**src/rtl/calc_display_rx.sv**
```systemverilog
// Digit-stream receiver for the calculator: captures a BCD frame into a
// shadow buffer, commits it atomically and scans it onto an 8-digit display.
module calc_display_rx #(
    parameter int SCAN_DIV = 100000,
    parameter int BLANK_LZ = 1
) (
    input  logic       clock,
    input  logic       reset,
    input  logic [1:0] status,
    input  logic [3:0] data,
    input  logic [3:0] pos,
    output logic [7:0] an,
    output logic [7:0] seg,
    output logic       frame_done,
    output logic       err
);

    localparam int CW = $clog2(SCAN_DIV);
    localparam logic [CW-1:0] SCAN_LAST = CW'(SCAN_DIV - 1);

    logic [3:0]    shadow [8];
    logic [3:0]    disp   [8];
    logic [2:0]    exp_idx;
    logic [CW-1:0] scan_cnt;
    logic [2:0]    scan_idx;

    logic       streaming;
    logic       in_range;
    logic       hit;
    logic       commit;
    logic [7:0] lead;
    logic       blank;
    logic [7:0] next_seg;

    function automatic logic [7:0] enc(input logic [3:0] d);
        case (d)
            4'd0:    enc = 8'hC0;
            4'd1:    enc = 8'hF9;
            4'd2:    enc = 8'hA4;
            4'd3:    enc = 8'hB0;
            4'd4:    enc = 8'h99;
            4'd5:    enc = 8'h92;
            4'd6:    enc = 8'h82;
            4'd7:    enc = 8'hF8;
            4'd8:    enc = 8'h80;
            4'd9:    enc = 8'h90;
            default: enc = 8'hBF;
        endcase
    endfunction

    assign streaming = (status == 2'b01) && !err;
    assign in_range  = !pos[3];
    assign hit       = (pos[2:0] == exp_idx);
    assign commit    = streaming && in_range && hit && (exp_idx == 3'd7);

    // lead[i] is set when digit i and everything above it are zero
    always_comb begin
        logic run;
        run  = 1'b1;
        lead = '0;
        for (int i = 7; i >= 0; i--) begin
            run     = run && (disp[i] == 4'd0);
            lead[i] = run;
        end
    end

    assign blank = (BLANK_LZ != 0) && (scan_idx != 3'd0) && lead[scan_idx];

    always_comb begin
        next_seg = 8'hFF;
        if (err) begin
            case (scan_idx)
                3'd3:    next_seg = 8'h86;
                3'd2:    next_seg = 8'hAF;
                3'd1:    next_seg = 8'hAF;
                3'd0:    next_seg = 8'hA3;
                default: next_seg = 8'hFF;
            endcase
        end else if (!blank) begin
            next_seg = enc(disp[scan_idx]);
        end
    end

    always_ff @(posedge clock or posedge reset) begin
        if (reset) begin
            err        <= 1'b0;
            frame_done <= 1'b0;
            exp_idx    <= '0;
            for (int i = 0; i < 8; i++) begin
                shadow[i] <= '0;
                disp[i]   <= '0;
            end
        end else begin
            if (status == 2'b00) err <= 1'b1;
            frame_done <= commit;
            if (!err) begin
                if (status == 2'b01) begin
                    if (in_range) begin
                        if (hit) begin
                            shadow[pos[2:0]] <= data;
                            exp_idx          <= exp_idx + 3'd1;
                        end else if (pos[2:0] == 3'd0) begin
                            shadow[0] <= data;
                            exp_idx   <= 3'd1;
                        end else begin
                            exp_idx <= '0;
                        end
                    end
                end else begin
                    exp_idx <= '0;
                end
            end
            if (commit) begin
                for (int i = 0; i < 7; i++) disp[i] <= shadow[i];
                disp[7] <= data;
            end
        end
    end

    always_ff @(posedge clock or posedge reset) begin
        if (reset) begin
            scan_cnt <= '0;
            scan_idx <= '0;
            an       <= 8'hFF;
            seg      <= 8'hFF;
        end else begin
            if (scan_cnt == SCAN_LAST) begin
                scan_cnt <= '0;
                scan_idx <= scan_idx + 3'd1;
            end else begin
                scan_cnt <= scan_cnt + 1'b1;
            end
            an  <= ~(8'h01 << scan_idx);
            seg <= next_seg;
        end
    end

endmodule

```
**config.mk**
```make
export PLATFORM = sky130hd
export DESIGN_NAME = calc_display_rx
export DESIGN_NICKNAME = d
export VERILOG_FILES = /design/src/rtl/calc_display_rx.sv
export SDC_FILE = /design/constraint.sdc
export NUM_CORES = 1
export LEC_CHECK = 0
export BUFFER_PORTS_ARGS = -buffer_cell sky130_fd_sc_hd__clkbuf_2
export CORE_ASPECT_RATIO = 0.9
export CORE_UTILIZATION = 30
export DETAILED_ROUTE_END_ITERATION = 7
export SLEW_MARGIN = 20
export SYNTH_ARGS = -nofsm -noshare
export SYNTH_HDL_FRONTEND = slang
export SYNTH_SLANG_ARGS = --single-unit
```
**constraint.sdc**
```tcl
create_clock -name clock -period 8.8 [get_ports clock]
set_clock_uncertainty 0.05 [all_clocks]
set_input_delay 1.76 -clock clock [delete_from_list [all_inputs] [get_ports clock]]
set_output_delay 1.76 -clock clock [all_outputs]
set_load 0.02 [all_outputs]
```
### Word-level counts from Yosys, hierarchy flattened

Memory sizes are Yosys's and may differ from the RTL's.
Index checks and enable logic that the tools add are counted.
W data, S select, Z words.

* memories: 1
* bits in read-only memories: 112
* bits in registers: 105

Memories
* (name not given): words 16, bits a word 7, read ports 1, clocked after memory_dff 0, write ports 0, RTL line 36 `case (d)`

* reductions and logical operators: 32
* $lt $le $gt $ge: 4
* add/sub/neg operators: 3
* shifts and indexed selects: 1
* equal/unequal tests: 8
* bitwise logic cells: 5
* multiplexer cells: 18

Operator list (count)
* $bwmux W32: 1
* $logic_not A4 Y1: 8
* $pmux W7 S3: 1
* $mux W4: 5
* $add A17 B1 Y17 const B: 1
* $eq A17 B17 Y1 const B: 1
* $mux W17: 1
* $mux W8: 2
* $logic_and A1 B1 Y1: 13
* $bmux W4 S3: 1
* $demux W4 S3: 1
* $mux W3: 3
* $ge A4 B4 Y1 const B: 2
* $not A3 Y4: 2
* $not A8 Y8: 1
* $reduce_and A4 Y1: 2
* $shl A1 B3 Y8 const A: 1
* $add A3 B1 Y3 const B: 2
* $eq A3 B2 Y1 const B: 2
* $logic_not A3 Y1: 2
* $lt A3 B4 Y1 const B: 1
* $lt A4 B1 Y1 const B: 1
* $bmux W1 S3: 1
* $eq A3 B1 Y1 const B: 1
* 12 further kinds: 15

### Longest topological paths before layout

Gate-level depths: netlist of run 1.

* word-level depth: 13
* depth in mapped cells: 8
* gate-level depth less buffers: 7

### Worst setup path after synthesis of run 1

OpenSTA, ideal clock, no wires.

* kind: input port to flip-flop
* start: input pos[1]
* end: register disp[0] (netlist bit)
* path slack: 5.734 ns
* stages on the path: 6
* path buffers: 1
* setup time: 0.125 ns
* arrival time: 2.891 ns
* path through: xnor2_1 -> nand3_1 -> nor2b_1 -> nand3_1 -> buf_2 -> mux2_2

* longest elaborated chain between the ends: 3

Ends and longest elaborated chain
* from (decl): RTL line 11 `input logic [3:0] pos,`
* $eq A3 B3 Y1: RTL line 53 `assign hit = (pos[2:0] == exp_idx);`
* $logic_and A1 B1 Y1 (2 in a row): RTL line 54 `assign commit = streaming && in_range && hit && (exp_idx == 3'd7);`
* to (decl): RTL line 22 `logic [3:0] disp [8];`

No other way between the ends.
A chain may end at the register's enable or synchronous reset.

### Worst setup path after layout of run 1

* start: input pos[2]
* end: register disp[9] (netlist bit)

The elaborated chain is that of the path after synthesis.

==> results.toml, run 1 <==
[yosys]
syn_area_mm2 = 0.00458
synth_common_cells = "dfrtp_1 (85), mux2_2 (61), nand2_1 (26)"
syn_area_per_cell_um2 = 13.1
ys_warn_count = 0
yosysSeqAreaShare = 0.550
synth_most_common_cell = "dfrtp_1"
ys_types = 45
synth_area_leader_cell = "dfrtp_1"
ys_async_sr_fraction = 1.00
ys_top_cells_by_area = "dfrtp_1 (46%), mux2_2 (15%), dfstp_2 (8.6%)"
synth_top_area_share = 0.464
syn_nets = 377
synth_edf_count = 0
netlist_instances = 351
ys_ff_latch = 100
synthFlopType = "dfrtp_1"

[critical_path]
worstPathArrival_ns = 3.19
required_ns = 8.98
path_max_fanout = 33
start_kind = "input port"
worstSetupEndpointType = "flip-flop"
critPathKind = "input port to flip-flop"

[clocking]
cts_root_buf = "clkbuf_16"
clock-sinks = 100
cts_made_buffers = 9
cts_tree = "yes"
path_clk_slew_ns = 0.07
clockBufferDepth = 2
ctsHoldBuffers = 0
clock_latency_ns = 0.35
post_cts_buffers = 0
htree_levels = 3
cts_resized = 0

[drt]
finalWirelength_um = 8320
ant_nets = 0
drtIter0Drc = 108
via_per_inst = 4.72
drc_errors = 0
routedWlPerCell_um = 14.2
vias = 2763
firstDrtPassIters = 4

[die]
die_w_um = 132
fp-row-count = 42
coreArea_mm2 = 0.0148
die-area_mm2 = 0.0158
initial_utilization = 0.309
io_pins = 30
die_y_um = 119

[placement]
io_buffers = 28
hpwl_um = 5930
place_ws_ns = 5.43
globalplace.congestion = 0.800

[pwr]
switchingPower_uw = 191
leakage_nw = 2.56
seq_power_share = 0.524
swShare = 0.217
powerDensity_mw_per_mm2 = 168
power_frac_clock = 0.453
pwr-share-comb = 0.023
p_int_uw = 690
peakVddDrop_uv = 140

[global_routing]
grt_pass1_wl_um = 14100
overflow = 0
antenna_found_initial = 0
grt_pass1_vias = 2716
grt_start_max_net_pins = 88
grt_usage = 0.117

[timing]
worst_slack_ns = 5.78
min_period_ns = 3.02
max-slew-margin-rel = 0.494
tns_ns = 0
finalSetupViolations = 0
period_share = 0.343
rsz0062_at_grt = "no"
finalHoldViolCount = 0
slew_viol_final = 0
tightestPinTransition_ns = 0.752
max_freq_ghz = 0.331

[finish]
drive_gt1_frac = 0.332
multi_input_area_mm2 = 0.00195
regArea_mm2 = 0.00252
areaGrowthSynthToFinish_pct = 14.4
antennaDiodeCount = 0
nets = 409
final.fill_count = 1452

[flow_run]
drv_cap = 0

[min_path]
hold_path.class = "flip-flop to flip-flop"

[run_status]
status = "finished clean"
## metrics by stage
step	util	power, mW	std cells	area (um^2)	hold WS, ns
6_report	0.354	0.881	586	5240	0.433
3_3_place_gp	0.333	0.491	570	4930	0.428
2_1_floorplan	-	0.481	351	4580	0.405
3_5_place_dp	0.333	0.491	570	4930	0.427
4_1_cts	0.354	0.895	586	5240	0.436
5_1_grt	0.354	0.919	586	5240	0.469
## routing by layer
layer | global-route usage | vias up | share of wire
li1 | - | 1317 | -
met3 | 0.0353 | 13 | 0.050
met4 | 0.0431 | 0 | 0.017
met5 | 0 | - | 0
met1 | 0.158 | 1382 | 0.48
met2 | 0.176 | 51 | 0.45
## area by class of cell
class,count,area share
Tap cell,198,0.0473
Clock buffer,9,0.0430
Sequential cell,100,0.481
Timing Repair Buffer,30,0.0303
Clock inverter,7,0.0153
Multi-Input combinational cell,228,0.373
Inverter,14,0.0105
## state kept, by name, indices dropped and copies added (netlist names)
| name | flops |
|---|---|
| scan_cnt | 17 |
| err | 1 |
| shadow | 28 |
| disp | 32 |
| exp_idx | 3 |
| scan_idx | 3 |
| frame_done | 1 |
| an | 8 |
| seg | 7 |
## path summary, 6_finish.rpt
check | start | endpoint | cells past startpoint | slack (ns)
setup / recovery | pos[2] | disp[9] | 7 | 5.78
hold / removal | scan_cnt[0] | scan_cnt[0] | 1 | 0.43
setup reg to reg | scan_idx[0] | seg[2] | 7 | 6.21
hold reg to reg | scan_cnt[0] | scan_cnt[0] | 1 | 0.43
max in group asynchronous | reset | scan_idx[2] | 3 | 6.43
min in group asynchronous | reset | shadow[15] | 2 | 1.26
## critical path: stages
cell	delay, ns
clkbuf_2	0.13
xnor2_1	0.13
nand3_1	0.17
nor2b_1	0.11
nand3_1	0.09
buf_4	0.40
mux2_2	0.39
## cells by family (layout without fill, tap and decap cells)
family,after synthesis,after routing,share of synthesized area
multiplexers,77,77,0.219
buffers and inverters,23,60,0.0229
AO/OA/AOI/OAI,24,24,0.0331
AND/OR/NAND/NOR,93,93,0.0994
XOR/XNOR,19,19,0.0363
adder cells (fa/ha/maj),14,14,0.0382
flip-flops,100,100,0.550
other,1,1,0.000819
## layout by cell type (no fill, tap or decap), types with 2 or more instances in the layout
cell	Yosys	routed
dfrtp_1	85	85
mux2_2	61	61
clkbuf_2	1	28
nand2_1	26	26
nor2_1	19	19
dfstp_2	15	15
ha_1	14	14
nand3_1	13	13
xnor2_1	12	12
inv_1	13	12
clkbuf_16	0	9
nor4_1	8	8
mux4_1	7	7
xor2_1	7	7
nor2b_1	6	6
nand4_1	5	5
mux2i_1	5	5
nor3_1	4	4
o211ai_1	4	4
o21ai_0	4	4
a21oi_1	4	4
a31oi_1	4	4
and3_1	3	3
inv_6	0	3
nor4b_1	2	2
mux2i_4	2	2
and2_1	2	2
o21ai_1	2	2
## power by group through the flow
stage / Sequential (mW) / Combinational, mW / Clock (mW)
detailed placement: 0.470 / 0.0209 / 0
finish: 0.462 / 0.0201 / 0.400
global route: 0.462 / 0.0232 / 0.434
global placement: 0.470 / 0.0205 / 0
floorplan: 0.470 / 0.0112 / 0
CTS: 0.462 / 0.0210 / 0.412
Note: power is estimated with default switching activity, not from simulation.
==> run 2, diff against run 1 <==
clock period = 3.1 ns   (was 8.8 ns; I/O delays follow)
==> run 2 against run 1 <==
Net effect: sequential power rose to 2.8 times the previous value; cell area grew 1.3%; critical endpoint is now seg[2]; core utilization increased by 0.47 points; sequential share of layout area decreased by 0.63 points; global-route usage up 0.22 points; critical path depth did not move; wire length rose by 2.4%; critical path type is now flip-flop to flip-flop; flip-flop and latch count is the same; worst hold slack got worse by 0.26 ns.
==> results.toml, run 2 (same netlist as run 1, synthesis figures left out) <==
[timing]
finalSetupViolations = 0
finalHoldViolCount = 0
slew_viol_final = 0
max_freq_ghz = 0.376
tns_ns = 0
rsz0062_at_grt = "no"
period_share = 0.857
min_period_ns = 2.66
worst_slack_ns = 0.444
max-slew-margin-rel = 0.576
tightestPinTransition_ns = 0.630

[global_routing]
overflow = 0
antenna_found_initial = 0
grt_usage = 0.119
grt_start_max_net_pins = 89
grt_pass1_wl_um = 14600
grt_pass1_vias = 2861

[die]
fp-row-count = 42
die-area_mm2 = 0.0158
initial_utilization = 0.309
die_w_um = 132
coreArea_mm2 = 0.0148
io_pins = 30
die_y_um = 119

[finish]
final.fill_count = 1472
nets = 410
fin_util = 0.358
antennaDiodeCount = 0
top_regs = "disp: 32 flops, shadow: 28 flops, scan_cnt: 17 flops"
layout_commonest_cell = "dfrtp_1"
largest_register = "disp"
drive_gt1_frac = 0.334
largest_reg_flops = 32
layout_common_cells = "dfrtp_1 (85), mux2_2 (61), clkbuf_2 (28)"
areaGrowthSynthToFinish_pct = 16.0

[pwr]
p_int_mw = 2.14
power_frac_clock = 0.489
seq_power_share = 0.490
powerDensity_mw_per_mm2 = 504
switchingPower_uw = 533
leakage_nw = 2.59
pwr-share-comb = 0.022
peakVddDrop_uv = 224
swShare = 0.199

[drt]
drtIter0Drc = 84
drc_errors = 0
finalWirelength_um = 8520
routedWlPerCell_um = 14.5
vias = 2714
firstDrtPassIters = 4
via_per_inst = 4.62
ant_nets = 0

[critical_path]
start_kind = "flip-flop"
worstPathArrival_ns = 2.87
critPathKind = "flip-flop to flip-flop"
worstSetupEndpointType = "flip-flop"
cp_slowest_cell = "dfrtp_1"
path_cells = "inv_1 -> ha_1 -> nor4_1 -> nand2_1 -> a2111oi_0 -> o21ai_0 -> a32oi_1"
path_max_fanout = 13
cpPeakStageDelay_ns = 0.68
required_ns = 3.31

[clocking]
clock_latency_ns = 0.34
post_cts_buffers = 0
cts_root_buf = "clkbuf_16"
ctsHoldBuffers = 0
clockBufferDepth = 2
htree_levels = 3
cts_tree = "yes"
cts_resized = 0
path_clk_slew_ns = 0.07
cts_made_buffers = 9
clock-sinks = 100

[placement]
globalplace.congestion = 0.829
io_buffers = 28
place_ws_ns = 0.482
hpwl_um = 6080

[min_path]
hold_path.class = "input port to async pin"

[run_status]
status = "finished clean"

[flow_run]
drv_cap = 0
==> run 2: cell types whose count changed in the layout (fill, tap and decap cells not counted) <==
cell	delta
clkbuf_8	+1
buf_4	+1
buf_6	-1
bufinv_16	+2
inv_6	-2
clkinv_4	+1
inv_4	-1
buf_12	+1
clkinv_2	-1
==> run 2: area by class of cell <==
class,instances,area [um^2],share of cell area
clock inverter,6,119,0.0224
sequential,100,2520,0.475
inverter,14,56.3,0.0106
clock buffer,10,239,0.0450
timing repair buffer,31,175,0.0330
multi-input combinational,228,1950,0.368
tap,198,248,0.0466
==> run 2: worst paths after layout <==
kind                                   from     endpoint  slack, ns  cells after the start
worst min-delay path                  reset   shadow[27]       0.17                      2
worst min register to register  scan_cnt[0]  scan_cnt[0]       0.44                      1
max in group asynchronous             reset       seg[1]       2.07                      3
worst max register to register  scan_idx[0]       seg[2]       0.44                      7
min in group clock                status[0]          err       0.42                      2
worst max-delay path            scan_idx[0]       seg[2]       0.44                      7
==> run 2: worst max-delay path, delay by kind of cell, from the launching register on <==
kind	cells	cell delay, ns
adders and majority gates	1	0.28
DFF	1	0.68
and+or+nand+nor	2	0.27
AOI/OAI and AO/OA	3	1.09
buffers and inverters	1	0.20
==> run 2: routing by layer <==
metal	share of wire	wire length, um	GRT usage	vias up
met5	0	0	0	-
met2	0.43	3680	0.179	38
met3	0.037	312	0.0311	8
met1	0.52	4430	0.166	1350
met4	0.011	90	0.0409	0
li1	-	-	-	1318
==> run 2: per-stage QoR <==
step | power, mW | cells | hold WS [ns] | cell area (um^2)
after global placement | 1.39 | 571 | 0.428 | 4950
final | 2.68 | 587 | 0.173 | 5310
after CTS | 2.70 | 587 | 0.185 | 5310
after global routing | 2.76 | 587 | 0.206 | 5310
after detailed placement | 1.40 | 571 | 0.437 | 4950
after floorplan | 1.37 | 351 | 0.405 | 4580
==> run 2: power by group through the flow <==
stage / Sequential (mW) / Combinational (mW) / Clock (mW)
floorplan: 1.33 / 0.0320 / 0
finish: 1.31 / 0.0582 / 1.31
global route: 1.31 / 0.0673 / 1.38
detailed placement: 1.34 / 0.0609 / 0
global placement: 1.33 / 0.0597 / 0
CTS: 1.31 / 0.0612 / 1.33
